==> src/rtl/ifu_pkg.sv <==
// Shared widths, fetch entry type and NOP encoding for the instruction fetch unit.
package ifu_pkg;
   localparam int IMEM_ADDR_WIDTH_DEF = 9;
   localparam int INST_WIDTH_DEF      = 32;

   localparam logic [INST_WIDTH_DEF-1:0] NOP_INST = '0;

   typedef struct packed {
      logic [INST_WIDTH_DEF-1:0]      inst;
      logic [IMEM_ADDR_WIDTH_DEF-1:0] pc;
   } fetch_entry_t;
endpackage

==> src/rtl/ifu_fifo.sv <==
// Prefetch queue: power-of-two depth synchronous FIFO with flush; flush beats push.
module ifu_fifo
   import ifu_pkg::*;
#(
   parameter int DEPTH      = 4,
   parameter int DATA_WIDTH = $bits(fetch_entry_t),
   localparam int PTR_W     = $clog2(DEPTH),
   localparam int CNT_W     = $clog2(DEPTH) + 1
) (
   input  logic                  clk,
   input  logic                  reset,
   input  logic                  push,
   input  logic                  pop,
   input  logic                  flush,
   input  logic [DATA_WIDTH-1:0] wdata,
   output logic [DATA_WIDTH-1:0] rdata,
   output logic [CNT_W-1:0]      count,
   output logic                  full,
   output logic                  empty
);
   logic [DATA_WIDTH-1:0] mem [DEPTH];
   logic [PTR_W-1:0]      head;
   logic [PTR_W-1:0]      tail;
   logic                  do_push;
   logic                  do_pop;

   assign full    = (count == CNT_W'(DEPTH));
   assign empty   = (count == '0);
   assign do_push = push && !full;
   assign do_pop  = pop && !empty;
   assign rdata   = mem[head];

   always_ff @(posedge clk or posedge reset) begin
      if (reset) begin
         head  <= '0;
         tail  <= '0;
         count <= '0;
      end else if (flush) begin
         head  <= '0;
         tail  <= '0;
         count <= '0;
      end else begin
         if (do_push) tail <= tail + PTR_W'(1);
         if (do_pop)  head <= head + PTR_W'(1);
         case ({do_push, do_pop})
            2'b10:   count <= count + CNT_W'(1);
            2'b01:   count <= count - CNT_W'(1);
            default: count <= count;
         endcase
      end
   end

   // Storage needs no reset; reads are masked by empty at the top level.
   always_ff @(posedge clk) begin
      if (do_push && !flush) mem[tail] <= wdata;
   end
endmodule

==> src/rtl/if_prefetch_unit.sv <==
// Instruction fetch front end: credit-based prefetch into a queue, redirect flush, host write port.
// Optional fetch_count output with IFU_FETCH_CNT_EN.
module if_prefetch_unit
   import ifu_pkg::*;
#(
   parameter int IMEM_ADDR_WIDTH = IMEM_ADDR_WIDTH_DEF,
   parameter int INST_WIDTH      = INST_WIDTH_DEF,
   parameter int FIFO_DEPTH      = 4,
   parameter int RESET_PC        = 0
) (
   input  logic                       clk,
   input  logic                       reset,
   input  logic                       redirect_valid,
   input  logic [IMEM_ADDR_WIDTH-1:0] redirect_pc,
   output logic                       out_valid,
   input  logic                       out_ready,
   output logic [INST_WIDTH-1:0]      out_inst,
   output logic [IMEM_ADDR_WIDTH-1:0] out_pc,
   input  logic                       prog_we,
   input  logic [IMEM_ADDR_WIDTH-1:0] prog_addr,
   input  logic [INST_WIDTH-1:0]      prog_wdata,
   output logic                       imem_en,
   output logic                       imem_we,
   output logic [IMEM_ADDR_WIDTH-1:0] imem_addr,
   output logic [INST_WIDTH-1:0]      imem_wdata,
   input  logic [INST_WIDTH-1:0]      imem_rdata
`ifdef IFU_FETCH_CNT_EN
   ,
   output logic [31:0]                fetch_count
`endif
);
   localparam int CNT_W  = $clog2(FIFO_DEPTH) + 1;
   localparam int DATA_W = INST_WIDTH + IMEM_ADDR_WIDTH;

   logic [IMEM_ADDR_WIDTH-1:0] fetch_pc;
   logic [IMEM_ADDR_WIDTH-1:0] fetch_addr;
   logic                       resp_pending;
   logic [IMEM_ADDR_WIDTH-1:0] resp_pc;
   logic [CNT_W-1:0]           fifo_count;
   logic                       fifo_full;
   logic                       fifo_empty;
   logic [DATA_W-1:0]          fifo_rdata;
   logic [CNT_W:0]             in_flight;
   logic                       prog_active;
   logic                       issue;
   logic                       push;
   logic                       pop;

   // Credit counts queued entries plus the read in flight; a same-cycle pop is not credited.
   assign in_flight   = {1'b0, fifo_count} + {{CNT_W{1'b0}}, resp_pending};
   assign prog_active = prog_we && !reset;
   assign issue       = !reset && !prog_we && (in_flight < (CNT_W+1)'(FIFO_DEPTH));
   assign fetch_addr  = redirect_valid ? redirect_pc : fetch_pc;

   assign imem_en    = prog_active || issue;
   assign imem_we    = prog_active;
   assign imem_addr  = prog_active ? prog_addr : fetch_addr;
   assign imem_wdata = prog_active ? prog_wdata : '0;

   // ID handshake: an entry transfers on any cycle where out_valid and out_ready are both high;
   // out_valid never depends on out_ready, and the head holds steady until it transfers.
   assign out_valid = !fifo_empty;
   assign out_inst  = fifo_empty ? INST_WIDTH'(NOP_INST) : fifo_rdata[DATA_W-1 -: INST_WIDTH];
   assign out_pc    = fifo_empty ? '0 : fifo_rdata[IMEM_ADDR_WIDTH-1:0];
   assign pop       = out_valid && out_ready;
   assign push      = resp_pending && !redirect_valid;

   always_ff @(posedge clk or posedge reset) begin
      if (reset) begin
         fetch_pc     <= IMEM_ADDR_WIDTH'(RESET_PC);
         resp_pending <= 1'b0;
         resp_pc      <= '0;
      end else if (issue) begin
         fetch_pc     <= fetch_addr + IMEM_ADDR_WIDTH'(1);
         resp_pending <= 1'b1;
         resp_pc      <= fetch_addr;
      end else begin
         if (redirect_valid) fetch_pc <= redirect_pc;
         resp_pending <= 1'b0;
      end
   end

   ifu_fifo #(
      .DEPTH      (FIFO_DEPTH),
      .DATA_WIDTH (DATA_W)
   ) u_fifo (
      .clk   (clk),
      .reset (reset),
      .push  (push),
      .pop   (pop),
      .flush (redirect_valid),
      .wdata ({imem_rdata, resp_pc}),
      .rdata (fifo_rdata),
      .count (fifo_count),
      .full  (fifo_full),
      .empty (fifo_empty)
   );

   push_when_full_a: assert property (@(posedge clk) disable iff (reset) !(push && fifo_full));

`ifdef IFU_FETCH_CNT_EN
   always_ff @(posedge clk or posedge reset) begin
      if (reset)    fetch_count <= '0;
      else if (pop) fetch_count <= fetch_count + 32'd1;
   end
`endif
endmodule
==> config.mk <==
export PLATFORM = sky130hd
export DESIGN_NAME = if_prefetch_unit
export DESIGN_NICKNAME = d
export VERILOG_FILES = /design/src/rtl/ifu_pkg.sv /design/src/rtl/ifu_fifo.sv /design/src/rtl/if_prefetch_unit.sv
export SDC_FILE = /design/constraint.sdc
export NUM_CORES = 1
export LEC_CHECK = 0
export BUFFER_PORTS_ARGS = -buffer_cell sky130_fd_sc_hd__buf_4
export CAP_MARGIN = 20
export CELL_PAD_IN_SITES_DETAIL_PLACEMENT = 1
export CELL_PAD_IN_SITES_GLOBAL_PLACEMENT = 1
export CORE_MARGIN = 5
export CORE_UTILIZATION = 35
export DETAILED_ROUTE_END_ITERATION = 8
export GPL_ROUTABILITY_DRIVEN = 0
export GPL_TIMING_DRIVEN = 0
export MAX_ROUTING_LAYER = met4
export PLACE_DENSITY = 0.7
export RECOVER_POWER = 100
export SLEW_MARGIN = 30
export SYNTH_ARGS = -nofsm -noshare
export SYNTH_HDL_FRONTEND = slang
export SYNTH_HIERARCHICAL = 1
export SYNTH_SLANG_ARGS = --single-unit
==> constraint.sdc <==
create_clock -name clk -period 2.6 [get_ports clk]
set_input_delay 0.26 -clock clk [delete_from_list [all_inputs] [get_ports clk]]
set_output_delay 0.26 -clock clk [all_outputs]
set_load 0.005 [all_outputs]
==> results.txt <==
Critical path type -> reg2reg
WL final -> 18.19 mm
Worst r2r src -> u_fifo/count[2]
Final Critical Period -> 2.418 ns
Post-synth top area share -> 61.83%
Synth Register Bits -> 190
Worst reg2reg setup slack -> 0.18 ns
DR WL/cell -> 18.93 um
Syn avg cell area -> 17.13 sq um
Aggregate global routing overflow -> 0
Compound-cell area share of the yosys netlist -> 2.231%
Final setup viols -> 0
Worst Tran Pin Value -> 0.8840 ns
R2r endpoint -> u_fifo/count[2]
Asr flop ratio synth -> 13.68%
Final Core Density -> 45.05%
Die span in y -> 160.9 um
Max cap viols -> 0
Mux cell area share after synthesis -> 13.04%
Initial Utilization -> 35.40%
Die area -> 0.02587 sq mm
Mapped Area -> 0.007965 sq mm
Leak -> 3.628 nW
Status -> finished clean
Crit-path max FO -> 10
CTS root buf -> clkbuf_16
Largest net degree at the start of global routing -> 28
Cells after Synth -> 465
EDFF count, synth -> 164
Post-Synth Adder-Cell Area -> 1.037%
Detailed-route via count -> 4666
Hold Crit Class -> in2reg
Syn_nets -> 558
Die Width -> 160.9 um
Rows -> 55
CTS tree -> built
Worst setup startpoint -> u_fifo/count[2]
Tot GR Track Use -> 14.85%
Final period util -> 93.02%
Synth Area in Simple Gates -> 9.975%
Clock transition at path regs -> 0.07 ns
Area growth, synth to finish -> 27.29%
CP arrival -> 2.76 ns
Worst setup endpoint -> u_fifo/count[2]
Power Total -> 6.388 mW
Worst r2r path cells -> 11
Required time worst endpoint -> 2.95 ns
Pwr/cell area -> 630.1 mW/mm^2
Synth Flop Type -> edfxtp_1
Synth Area in XOR/XNOR -> 1.320%
Final Net Count -> 755
Max_slew headroom -> 40.87%
Synth area leaders -> edfxtp_1 (62%), mux4_2 (12%), dfrtp_1 (8.2%), nor2b_1 (3.4%), and2_1 (2.8%)
Share of post-route cells with drive strength above 1 -> 34.96%
Max Root-Sink Buffers -> 2
Clk_lat worst skew -> 0.43 ns
Kind of end point of the critical path -> flip-flop
CP startpoint kind -> flip-flop
Antenna violation net count after detailed routing -> 0
Yosys top cell by area -> edfxtp_1
Core Footprint -> 0.02250 sq mm
VDD IR max -> 323.3 uV
Yosys warnings -> 6
Max-slew violation count -> 0
Pre-antenna DRT Iters -> 4
# IOs -> 172
Total CTS buffers -> 17
Largest family of logic cells by synthesized area -> multiplexers
Worst Clk Skew -> 0.01551 ns
Clock tree sinks -> 190
First-pass GRT wire length -> 28.97 mm
Vias in the first global route -> 5334
Initial DRC Count -> 262
IO Port Bufs -> 171
H-tree Lvls -> 4
Sequential fraction of the synthesis area -> 70.00%
RSZ-0062 raised after global routing -> false
Final hold vios -> 0
Fmax -> 413.5 MHz
Final HPWL DP -> 13.13 mm
Number of library cell types mapped by synthesis -> 41
Initial antenna violation count -> 0
Vias/cell -> 4.855
# DRC -> 0
## kinds of logic after synthesis
| kind of cell | Yosys count |
|---|---|
| AO/OA/AOI/OAI | 32 |
| XOR/XNOR | 12 |
| adder cells (fa/ha/maj) | 6 |
| buffers and inverters | 36 |
| flip-flops | 190 |
| multiplexers | 52 |
| AND/OR/NAND/NOR | 137 |
## power breakdown
part	switching, mW	leakage, nW	internal, mW
logic	0.192	1.53	0.189
registers	0.0473	1.80	3.40
clock network	1.19	0.290	1.37
total	1.43	3.63	4.96
## layer usage
metal / GRT usage (%) / vias to the layer above / part of all wire, %
li1: - / 2148 / -
met1: 17.79 / 2340 / 42
met2: 25.58 / 163 / 52
met3: 3.644 / 15 / 5.2
met4: 3.373 / 0 / 0.92
met5: - / - / 0
## Yosys cell counts (all sizes together), types with 2 or more instances
| cell | n |
|---|---|
| dfrtp | 26 |
| xnor2 | 4 |
| nor2 | 19 |
| o21ai | 15 |
| clkbuf | 13 |
| mux4 | 41 |
| mux2i | 10 |
| nor4 | 2 |
| nor2b | 43 |
| or2 | 2 |
| ha | 5 |
| nand3 | 5 |
| nand2b | 2 |
| nor3 | 3 |
| buf | 14 |
| and2 | 36 |
| xor2 | 8 |
| edfxtp | 164 |
| inv | 9 |
| a21oi | 13 |
| nand3b | 2 |
| or3 | 2 |
| nand2 | 16 |
## timing repair
action                     4_1_cts  5_1_grt
hold buffers                     2        0
buffers inserted                 1        0
resized for setup                1        3
setup endpoints to repair       42        5
hold endpoints to repair        26        0
pin swaps                        1        1
## sequential cells by signal, indices dropped and copies added (netlist names)
signal and cells:
u_fifo/mem 164, u_fifo/head 2, u_fifo/tail 2, resp_pc 9, resp_pending 1, u_fifo/count 3
fetch_pc 9
## worst max-delay path, stage by stage (launching register included)
cell and delay (ns):
dfrtp_1 0.39, buf_6 0.15, nor3_4 0.27, nor2b_1 0.12
buf_2 0.20, o21ai_1 0.16, a21oi_1 0.10, fa_2 0.39
nor3_1 0.19, a22o_1 0.15, a32oi_1 0.05, a21oi_1 0.17
## final cells by class
cell class / instances / area, sq um
timing repair buffer: 178 / 1219
clock inverter: 15 / 172.7
buffer: 27 / 157.7
multi-input combinational: 239 / 2193
antenna: 1 / 2.502
sequential: 190 / 5578
clock buffer: 17 / 425.4
fill: 2265 / 12360
tap: 285 / 356.6
inverter: 9 / 33.78
## worst min path at each step
stage          slack (ns)      startpoint                end  cells past startpoint
2_1_floorplan        0.06           reset    u_fifo/count[0]                      1
3_3_place_gp         0.24           reset    u_fifo/count[2]                      2
3_5_place_dp         0.26           reset    u_fifo/count[2]                      2
4_1_cts             0.004  imem_rdata[20]  u_fifo/mem[2][29]                      1
5_1_grt              0.08  imem_rdata[13]  u_fifo/mem[0][22]                      1
6_report             0.09   imem_rdata[2]  u_fifo/mem[3][11]                      1
## layout by cell type (no fill, tap or decap), types with 4 or more instances in the layout
| master | count |
|---|---|
| clkbuf_1 | 50 |
| mux4_2 | 41 |
| xor2_1 | 8 |
| inv_1 | 8 |
| nor2b_1 | 43 |
| buf_2 | 6 |
| nand2_1 | 16 |
| clkbuf_16 | 17 |
| nand3_1 | 5 |
| xnor2_1 | 4 |
| inv_6 | 4 |
| buf_6 | 8 |
| mux2i_1 | 9 |
| edfxtp_1 | 164 |
| dfrtp_1 | 24 |
| buf_4 | 86 |
| ha_1 | 5 |
| a21oi_1 | 12 |
| clkbuf_4 | 49 |
| o21ai_0 | 13 |
| nor2_1 | 19 |
| and2_0 | 29 |
## stage by stage
stage	TNS [ns]	cell area, sq um	hold WS (ns)	setup WS [ns]	cells
3_3_place_gp	-128.25	9605	0.2356	-0.7835	921
4_1_cts	0	10340	0.004168	0.06854	960
5_1_grt	0	10140	0.07509	0.01927	960
2_1_floorplan	0	7965	0.06340	0.1623	465
6_report	0	10140	0.08836	0.1816	961
3_5_place_dp	-0.4278	9701	0.2636	-0.3245	925
(Power assumes the default switching activity.)
